<file path="src/rtl/minitb_ahb_arbiter.sv">
`default_nettype none
// ===========================================================================
// Module  : minitb_ahb_arbiter
// Purpose : Shares one AHB-lite master port between NUM_REQ single-beat
//           requesters; round-robin by default, fixed priority when
//           MINITB_AHB_ARB_FIXED_PRIO_EN is defined.
// Revision: 1.0 - initial release
// ===========================================================================
module minitb_ahb_arbiter #(
  parameter int NUM_REQ   = 2,
  parameter int addrWidth = 8,
  parameter int dataWidth = 32
) (
  input  logic                         hclk,
  input  logic                         hresetn,
  input  logic [NUM_REQ-1:0]           req,
  input  logic [NUM_REQ*addrWidth-1:0] req_addr,
  input  logic [NUM_REQ-1:0]           req_write,
  input  logic [NUM_REQ*dataWidth-1:0] req_wdata,
  output logic [NUM_REQ-1:0]           ack,
  output logic [dataWidth-1:0]         rsp_rdata,
  output logic [NUM_REQ-1:0]           grant,
  output logic [1:0]                   htrans,
  output logic [addrWidth-1:0]         haddr,
  output logic                         hwrite,
  output logic [dataWidth-1:0]         hwdata,
  input  logic                         hready,
  input  logic [dataWidth-1:0]         hrdata
);

  localparam int IDXW = (NUM_REQ > 1) ? $clog2(NUM_REQ) : 1;
  localparam logic [1:0] HTRANS_IDLE   = 2'b00;
  localparam logic [1:0] HTRANS_NONSEQ = 2'b10;

  typedef enum logic [1:0] {
    S_IDLE = 2'd0,
    S_ADDR = 2'd1,
    S_DATA = 2'd2
  } state_t;

  state_t               state_q, state_d;
  logic [IDXW-1:0]      last_q, last_d;
  logic [NUM_REQ-1:0]   grant_q, grant_d;
  logic [NUM_REQ-1:0]   ack_q, ack_d;
  logic [dataWidth-1:0] rdata_q, rdata_d;
  logic [1:0]           htrans_q, htrans_d;
  logic [addrWidth-1:0] haddr_q, haddr_d;
  logic                 hwrite_q, hwrite_d;
  logic [dataWidth-1:0] hwdata_q, hwdata_d;
  logic [dataWidth-1:0] wdata_q, wdata_d;

  logic [IDXW-1:0]      win_idx;
  logic                 win_found;
  logic [addrWidth-1:0] win_addr;
  logic                 win_write;
  logic [dataWidth-1:0] win_wdata;
  logic [NUM_REQ-1:0]   win_onehot;
  logic [NUM_REQ-1:0]   owner_onehot;

`ifdef MINITB_AHB_ARB_FIXED_PRIO_EN
  always_comb begin
    win_idx   = '0;
    win_found = 1'b0;
    for (int k = NUM_REQ - 1; k >= 0; k--) begin
      if (req[k]) begin
        win_idx   = IDXW'(k);
        win_found = 1'b1;
      end
    end
  end
`else
  logic [IDXW-1:0] cand;

  // Walk the search order backwards so the nearest requester after last_q wins.
  always_comb begin
    win_idx   = '0;
    win_found = 1'b0;
    cand      = '0;
    for (int k = NUM_REQ; k >= 1; k--) begin
      cand = IDXW'((int'(last_q) + k) % NUM_REQ);
      if (req[cand]) begin
        win_idx   = cand;
        win_found = 1'b1;
      end
    end
  end
`endif

  always_comb begin
    win_addr     = '0;
    win_write    = 1'b0;
    win_wdata    = '0;
    win_onehot   = '0;
    owner_onehot = '0;
    for (int k = 0; k < NUM_REQ; k++) begin
      if (win_idx == IDXW'(k)) begin
        win_addr      = req_addr[k*addrWidth +: addrWidth];
        win_write     = req_write[k];
        win_wdata     = req_wdata[k*dataWidth +: dataWidth];
        win_onehot[k] = 1'b1;
      end
      if (last_q == IDXW'(k)) begin
        owner_onehot[k] = 1'b1;
      end
    end
  end

  always_comb begin
    state_d  = state_q;
    last_d   = last_q;
    grant_d  = grant_q;
    ack_d    = '0;
    rdata_d  = rdata_q;
    htrans_d = htrans_q;
    haddr_d  = haddr_q;
    hwrite_d = hwrite_q;
    hwdata_d = hwdata_q;
    wdata_d  = wdata_q;
    case (state_q)
      S_IDLE: begin
        // No arbitration while ack is out: the finished requester is still dropping req.
        if (win_found && (ack_q == '0)) begin
          state_d  = S_ADDR;
          last_d   = win_idx;
          grant_d  = win_onehot;
          haddr_d  = win_addr;
          hwrite_d = win_write;
          wdata_d  = win_wdata;
          htrans_d = HTRANS_NONSEQ;
        end
      end
      S_ADDR: begin
        if (hready) begin
          htrans_d = HTRANS_IDLE;
          if (hwrite_q) begin
            hwdata_d = wdata_q;
          end
          state_d = S_DATA;
        end
      end
      S_DATA: begin
        if (hready) begin
          ack_d = owner_onehot;
          if (!hwrite_q) begin
            rdata_d = hrdata;
          end
          grant_d = '0;
          state_d = S_IDLE;
        end
      end
      default: state_d = S_IDLE;
    endcase
  end

  always_ff @(posedge hclk) begin
    if (!hresetn) begin
      state_q  <= S_IDLE;
      last_q   <= IDXW'(NUM_REQ - 1);
      grant_q  <= '0;
      ack_q    <= '0;
      rdata_q  <= '0;
      htrans_q <= HTRANS_IDLE;
      haddr_q  <= '0;
      hwrite_q <= 1'b0;
      hwdata_q <= '0;
      wdata_q  <= '0;
    end else begin
      state_q  <= state_d;
      last_q   <= last_d;
      grant_q  <= grant_d;
      ack_q    <= ack_d;
      rdata_q  <= rdata_d;
      htrans_q <= htrans_d;
      haddr_q  <= haddr_d;
      hwrite_q <= hwrite_d;
      hwdata_q <= hwdata_d;
      wdata_q  <= wdata_d;
    end
  end

  assign ack       = ack_q;
  assign rsp_rdata = rdata_q;
  assign grant     = grant_q;
  assign htrans    = htrans_q;
  assign haddr     = haddr_q;
  assign hwrite    = hwrite_q;
  assign hwdata    = hwdata_q;

endmodule
`default_nettype wire

</file>
<file path="config.mk">
export PLATFORM = sky130hd
export DESIGN_NAME = minitb_ahb_arbiter
export DESIGN_NICKNAME = d
export VERILOG_FILES = /design/src/rtl/minitb_ahb_arbiter.sv
export SDC_FILE = /design/constraint.sdc
export NUM_CORES = 1
export LEC_CHECK = 0
export CORE_MARGIN = 2
export CORE_UTILIZATION = 35
export CTS_CLUSTER_DIAMETER = 40
export DETAILED_ROUTE_END_ITERATION = 12
export PLACE_DENSITY = 0.7
export SLEW_MARGIN = 0
export SYNTH_ARGS = -nofsm -noshare
export SYNTH_HDL_FRONTEND = slang
export SYNTH_SLANG_ARGS = --single-unit
</file>
<file path="constraint.sdc">
create_clock -name hclk -period 2.1 [get_ports hclk]
set_input_delay 0.42 -clock hclk [delete_from_list [all_inputs] [get_ports hclk]]
set_output_delay 0.42 -clock hclk [all_outputs]
set_load 0.1 [all_outputs]
</file>
==> results.json, run 1 <==
{
  "outcome": "finished clean",
  "hold_class": "input port to register",
  "ios": 198,
  "leakagePower_uw": 0.002717,
  "crit_path_max_fanout": 44,
  "dp_cells": 805,
  "drt_first_pass_iters": 4,
  "rows": 41,
  "path_class": "register to register",
  "root_buffer": "clkbuf_16",
  "port_buffers": 196,
  "ys_ff_latch": 113,
  "synth_warnings": 0,
  "synth_edf_count": 0,
  "dieWidth_um": 117.1,
  "antenna_found_initial": 0,
  "dp_hpwl_mm": 8.855,
  "clk_latency_ns": 0.40,
  "coreArea_mm2": 0.01257,
  "synth_top_cell_area_share_pct": 50.53,
  "final.period_utilization_pct": 86.03,
  "slew_headroom_pct": 55.57,
  "synth_cell_type_count": 30,
  "fin_skew_ns": 0.006534,
  "first_global_vias": 4031,
  "power.density_mw_per_mm2": 872.7,
  "grt-ovfl-total": 0,
  "grt.total_usage_pct": 18.64,
  "drive_gt1_share_pct": 25.41,
  "netlist.top_cell.by_area": "dfxtp_1",
  "cts_tree": "built",
  "fmax_mhz": 553.5,
  "tightestPinTransition_ns": 0.6665,
  "synth.avg_cell_area_um2": 9.366,
  "syn_to_final_growth_pct": 55.11,
  "synth_async_sr_flop_share_pct": 0,
  "cts_setup_buffers": 0,
  "clock_path_buffers": 2,
  "required_ns": 2.45,
  "clk_pin_slew_ns": 0.05,
  "endpoint_kind": "register",
  "finalHoldViolCount": 0,
  "vdd_drop_max_mv": 0.4416,
  "nets": 771,
  "drcViolationCount": 0,
  "syn_inst": 478,
  "ctsResizeCount": 0,
  "grt_pass1_wl_mm": 19.73,
  "drv_cap": 0,
  "gp_congestion": 0.7425,
  "synthFlopType": "dfxtp_1",
  "synth_area_mm2": 0.004477,
  "final_util_pct": 55.25,
  "synth_common_cells": "dfxtp_1 (113), nand2_1 (67), nand3_1 (67), o21ai_0 (67), o32a_1 (41)",
  "fin_cells": 837,
  "drt_iter0_markers": 233,
  "dieArea_mm2": 0.01371,
  "finalMaxSlewViolations": 0,
  "cts_htree_levels": 4,
  "rsz0062_at_grt": "no",
  "synth_nets": 597,
  "yosysMostFrequentCell": "dfxtp_1",
  "vias": 4306,
  "fin_tns_setup_ns": 0,
  "cts_buffers": 17,
  "routedWlPerCell_um": 15.60,
  "arrival_ns": 2.15,
  "postRouteWirelength_mm": 13.06,
  "hold_buffers": 0,
  "vias_per_cell": 5.145,
  "period_minus_slack_ns": 1.807,
  "synth-seq-area-share_pct": 50.53,
  "worst_setup_path_start_kind": "register",
  "start_util_pct": 35.62,
  "synthTopCellsByArea": "dfxtp_1 (51%), o221a_2 (9.8%), o32a_1 (9.2%)",
  "cts_num_sinks": 113,
  "ant_nets": 0,
  "die_h_um": 117.1,
  "grt_max_degree": 104,
  "finalSetupViolCount": 0,
  "antenna_cells": 0
}
==> placed cells by master, fill, tap and decap left out, types with 2 or more instances in the layout <==
master and count:
clkdlybuf4s50_1 117, dfxtp_1 113, buf_4 91, nand2_1 67, nand3_1 67, o21ai_0 67, o32a_1 41, o221a_2 39
clkbuf_16 17, clkinv_2 6, clkbuf_1 5, buf_12 5, clkbuf_8 4, or4_4 2, nor2_1 2, o221a_1 2
inv_1 2, nor3_1 2, nor3b_1 2, o21a_1 2
==> critical path: stages, from the launching register on <==
cell and delay [ns]:
dfxtp_1 0.31, or4_4 0.59, nor2_8 0.54, o221a_2 0.30
==> where the power goes <==
part | switching [uW] | leakage (uW) | total, uW | internal [uW]
Clock | 904 | 0.000268 | 2520 | 1610
Sequential | 78.9 | 0.000923 | 2360 | 2280
Combinational | 688 | 0.00153 | 1180 | 490
Total | 1670 | 0.00272 | 6060 | 4390
==> layer usage <==
layer  share of wire, %  track usage [%]  up-vias
met1                 44            22.66     1993
met3                6.7            5.458       17
li1                   -                -     2149
met2                 48            30.60      147
met4                1.9            8.471        0
met5                  0                0        -
==> stage by stage <==
| stage | setup slack, ns | hold slack (ns) | area, um2 | power [uW] |
|---|---|---|---|---|
| after CTS | 0.02620 | 0.3665 | 6942 | 6128 |
| after floorplan | 0.06773 | 0.4450 | 4477 | 3155 |
| after global placement | 0.08608 | 0.4473 | 6412 | 3557 |
| after global routing | 0.1976 | 0.3990 | 6944 | 6298 |
| after detailed placement | 0.04354 | 0.4530 | 6412 | 3580 |
| final | 0.2934 | 0.3933 | 6944 | 6060 |
==> sequential cells by signal, summed over array words and instances, names as in the netlist, 2 cells and up <==
register / count
hwdata: 32
grant: 2
state_q: 2
wdata_q: 32
rsp_rdata: 32
haddr: 8
ack: 2
==> final cells by class <==
type                            count  area, um2
Clock inverter                      6      30.03
Tap cell                          172      215.2
Sequential cell                   113       2262
Timing Repair Buffer              213       1954
Multi-Input combinational cell    304       1972
Inverter                            3      11.26
Fill cell                        1127       5624
Clock buffer                       26      499.2
==> final timing paths <==
path	cells after the start	startpoint	slack [ns]	to
max	3	state_q[1]$_SDFFE_PN0P_	0.29	wdata_q[20]$_SDFFE_PN0P_
max reg2reg	3	state_q[1]$_SDFFE_PN0P_	0.29	wdata_q[20]$_SDFFE_PN0P_
min	3	hresetn	0.39	ack[0]$_SDFF_PN0_
min reg2reg	2	hwdata[31]$_SDFFE_PN0P_	0.46	hwdata[31]$_SDFFE_PN0P_
==> cell families after synthesis <==
kind of cell,Yosys count,synth area share [%]
compound gates,154,27.84
other cells,1,0.08377
flops,113,50.53
simple gates,148,15.62
mux,1,0.2236
buf+inv,61,5.702
Power figures use the tool's default switching activity.
==> run 2: changes to the inputs <==
- CAP_MARGIN: not set -> 20
- CORE_MARGIN: 2 -> 3
==> results.json, run 2 (synthesis gave the netlist of run 1 again) <==
{
  "clock_path_buffers": 2,
  "crit-reg2reg-capture": "grant[0]$_SDFFE_PN0P_",
  "cts_num_sinks": 113,
  "power.density_mw_per_mm2": 934.7,
  "cts_htree_levels": 4,
  "rows": 40,
  "ant_nets": 0,
  "fill_cells": 1056,
  "dieArea_mm2": 0.01418,
  "fmax_mhz": 530.4,
  "crit_path_max_fanout": 11,
  "cts_buffers": 17,
  "root_buffer": "clkbuf_16",
  "postRouteWirelength_mm": 13.82,
  "r2r_cells": 3,
  "port_buffers": 196,
  "multiInputGateArea_mm2": 0.001992,
  "finalHoldViolCount": 0,
  "drcViolationCount": 0,
  "slew_headroom_pct": 61.03,
  "final.period_utilization_pct": 89.77,
  "vias_per_cell": 5.196,
  "vias": 4339,
  "fin_tns_setup_ns": 0,
  "hold_class": "input port to register",
  "clk_pin_slew_ns": 0.05,
  "arrival_ns": 2.21,
  "required_ns": 2.42,
  "vdd_drop_max_mv": 0.4305,
  "gp_congestion": 0.7464,
  "nets": 773,
  "tightestPinTransition_ns": 0.5846,
  "period_minus_slack_ns": 1.885,
  "drt_first_pass_iters": 5,
  "die_h_um": 119.1,
  "coreArea_mm2": 0.01226,
  "worst_setup_path_start_kind": "register",
  "rrSetupSlack_ns": 0.21,
  "routedWlPerCell_um": 16.55,
  "ios": 198,
  "finalSetupViolCount": 0,
  "leakagePower_uw": 0.002771,
  "grt.total_usage_pct": 18.61,
  "worstSetupStartpoint": "state_q[1]$_SDFFE_PN0P_",
  "fin_skew_ns": 0.01466,
  "dieWidth_um": 119.1,
  "fin_ws_ns": 0.2148,
  "cts_tree": "built",
  "endpoint_kind": "register",
  "drt_iter0_markers": 297,
  "grt_max_degree": 72,
  "outcome": "finished clean",
  "final_common_cell": "clkdlybuf4s50_1",
  "register_area_mm2": 0.002262,
  "drive_gt1_share_pct": 26.09,
  "rsz0062_at_grt": "no",
  "path_class": "register to register",
  "clk_latency_ns": 0.40,
  "antenna_found_initial": 0,
  "rr_startpoint": "state_q[1]$_SDFFE_PN0P_",
  "antenna_cells": 0,
  "grt-ovfl-total": 0,
  "grt_pass1_wl_mm": 21.49,
  "crit_end": "grant[0]$_SDFFE_PN0P_",
  "drv_cap": 0,
  "finalMaxSlewViolations": 0,
  "dp_hpwl_mm": 8.925,
  "pre_cts_slack_ns": 0.04407,
  "syn_to_final_growth_pct": 57.99,
  "first_global_vias": 4060,
  "layout_common_cells": "clkdlybuf4s50_1 (117), dfxtp_1 (113), buf_4 (90)",
  "start_util_pct": 36.51,
  "cts_setup_buffers": 0
}
run 2: timing repair:
action | in CTS | in global routing
resized for setup | 0 | 1
hold buffers | 0 | 0
setup endpoints to repair | 0 | 42
run 2: routing by layer:
layer	track usage [%]	routed length, um
met5	0	0
met4	5.793	142
met3	4.986	915
met2	31.30	6851
met1	23.23	5910
run 2: area by class of cell:
type | instances | area share, %
inverters | 3 | 0.1592
repair buffers | 213 | 27.81
flip-flops and latches | 113 | 31.98
clock buffers | 22 | 6.704
clock inverters | 10 | 2.211
multi-input cells | 306 | 28.16
well taps | 168 | 2.972
run 2: power by group:
| part | internal (uW) | total [uW] | leakage (uW) | switching, uW |
|---|---|---|---|---|
| Clock | 2070 | 3050 | 0.000310 | 976 |
| Combinational | 494 | 1200 | 0.00154 | 707 |
| Sequential | 2280 | 2360 | 0.000923 | 78.3 |
run 2: how the worst min path moves through the flow:
stage                                  from                       to  depth (start not counted)
floorplan           wdata_q[0]$_SDFFE_PN0P_   hwdata[0]$_SDFFE_PN0P_                          2
global placement     hwdata[2]$_SDFFE_PN0P_   hwdata[2]$_SDFFE_PN0P_                          2
detailed placement  hwdata[30]$_SDFFE_PN0P_  hwdata[30]$_SDFFE_PN0P_                          2
CTS                                 hresetn   htrans[1]$_SDFFE_PN0P_                          3
global route                        hresetn   htrans[1]$_SDFFE_PN0P_                          3
finish                              hresetn   htrans[1]$_SDFFE_PN0P_                          3
run 2: through the flow:
step / util, % / hold slack (ns) / area [um2] / cells / power (uW)
floorplan: - / 0.4450 / 4477 / 478 / 3155
global placement: 52.36 / 0.4463 / 6420 / 801 / 3562
detailed placement: 52.36 / 0.4527 / 6420 / 801 / 3578
CTS: 57.50 / 0.3641 / 7051 / 833 / 6622
global route: 57.68 / 0.3749 / 7073 / 835 / 6854
finish: 57.68 / 0.3712 / 7073 / 835 / 6611
run 2: worst max-delay path, cell delays in order (launching register included):
cell and delay (ns):
dfxtp_1 0.30, or4_2 0.85, nor2_4 0.42, mux2i_1 0.23
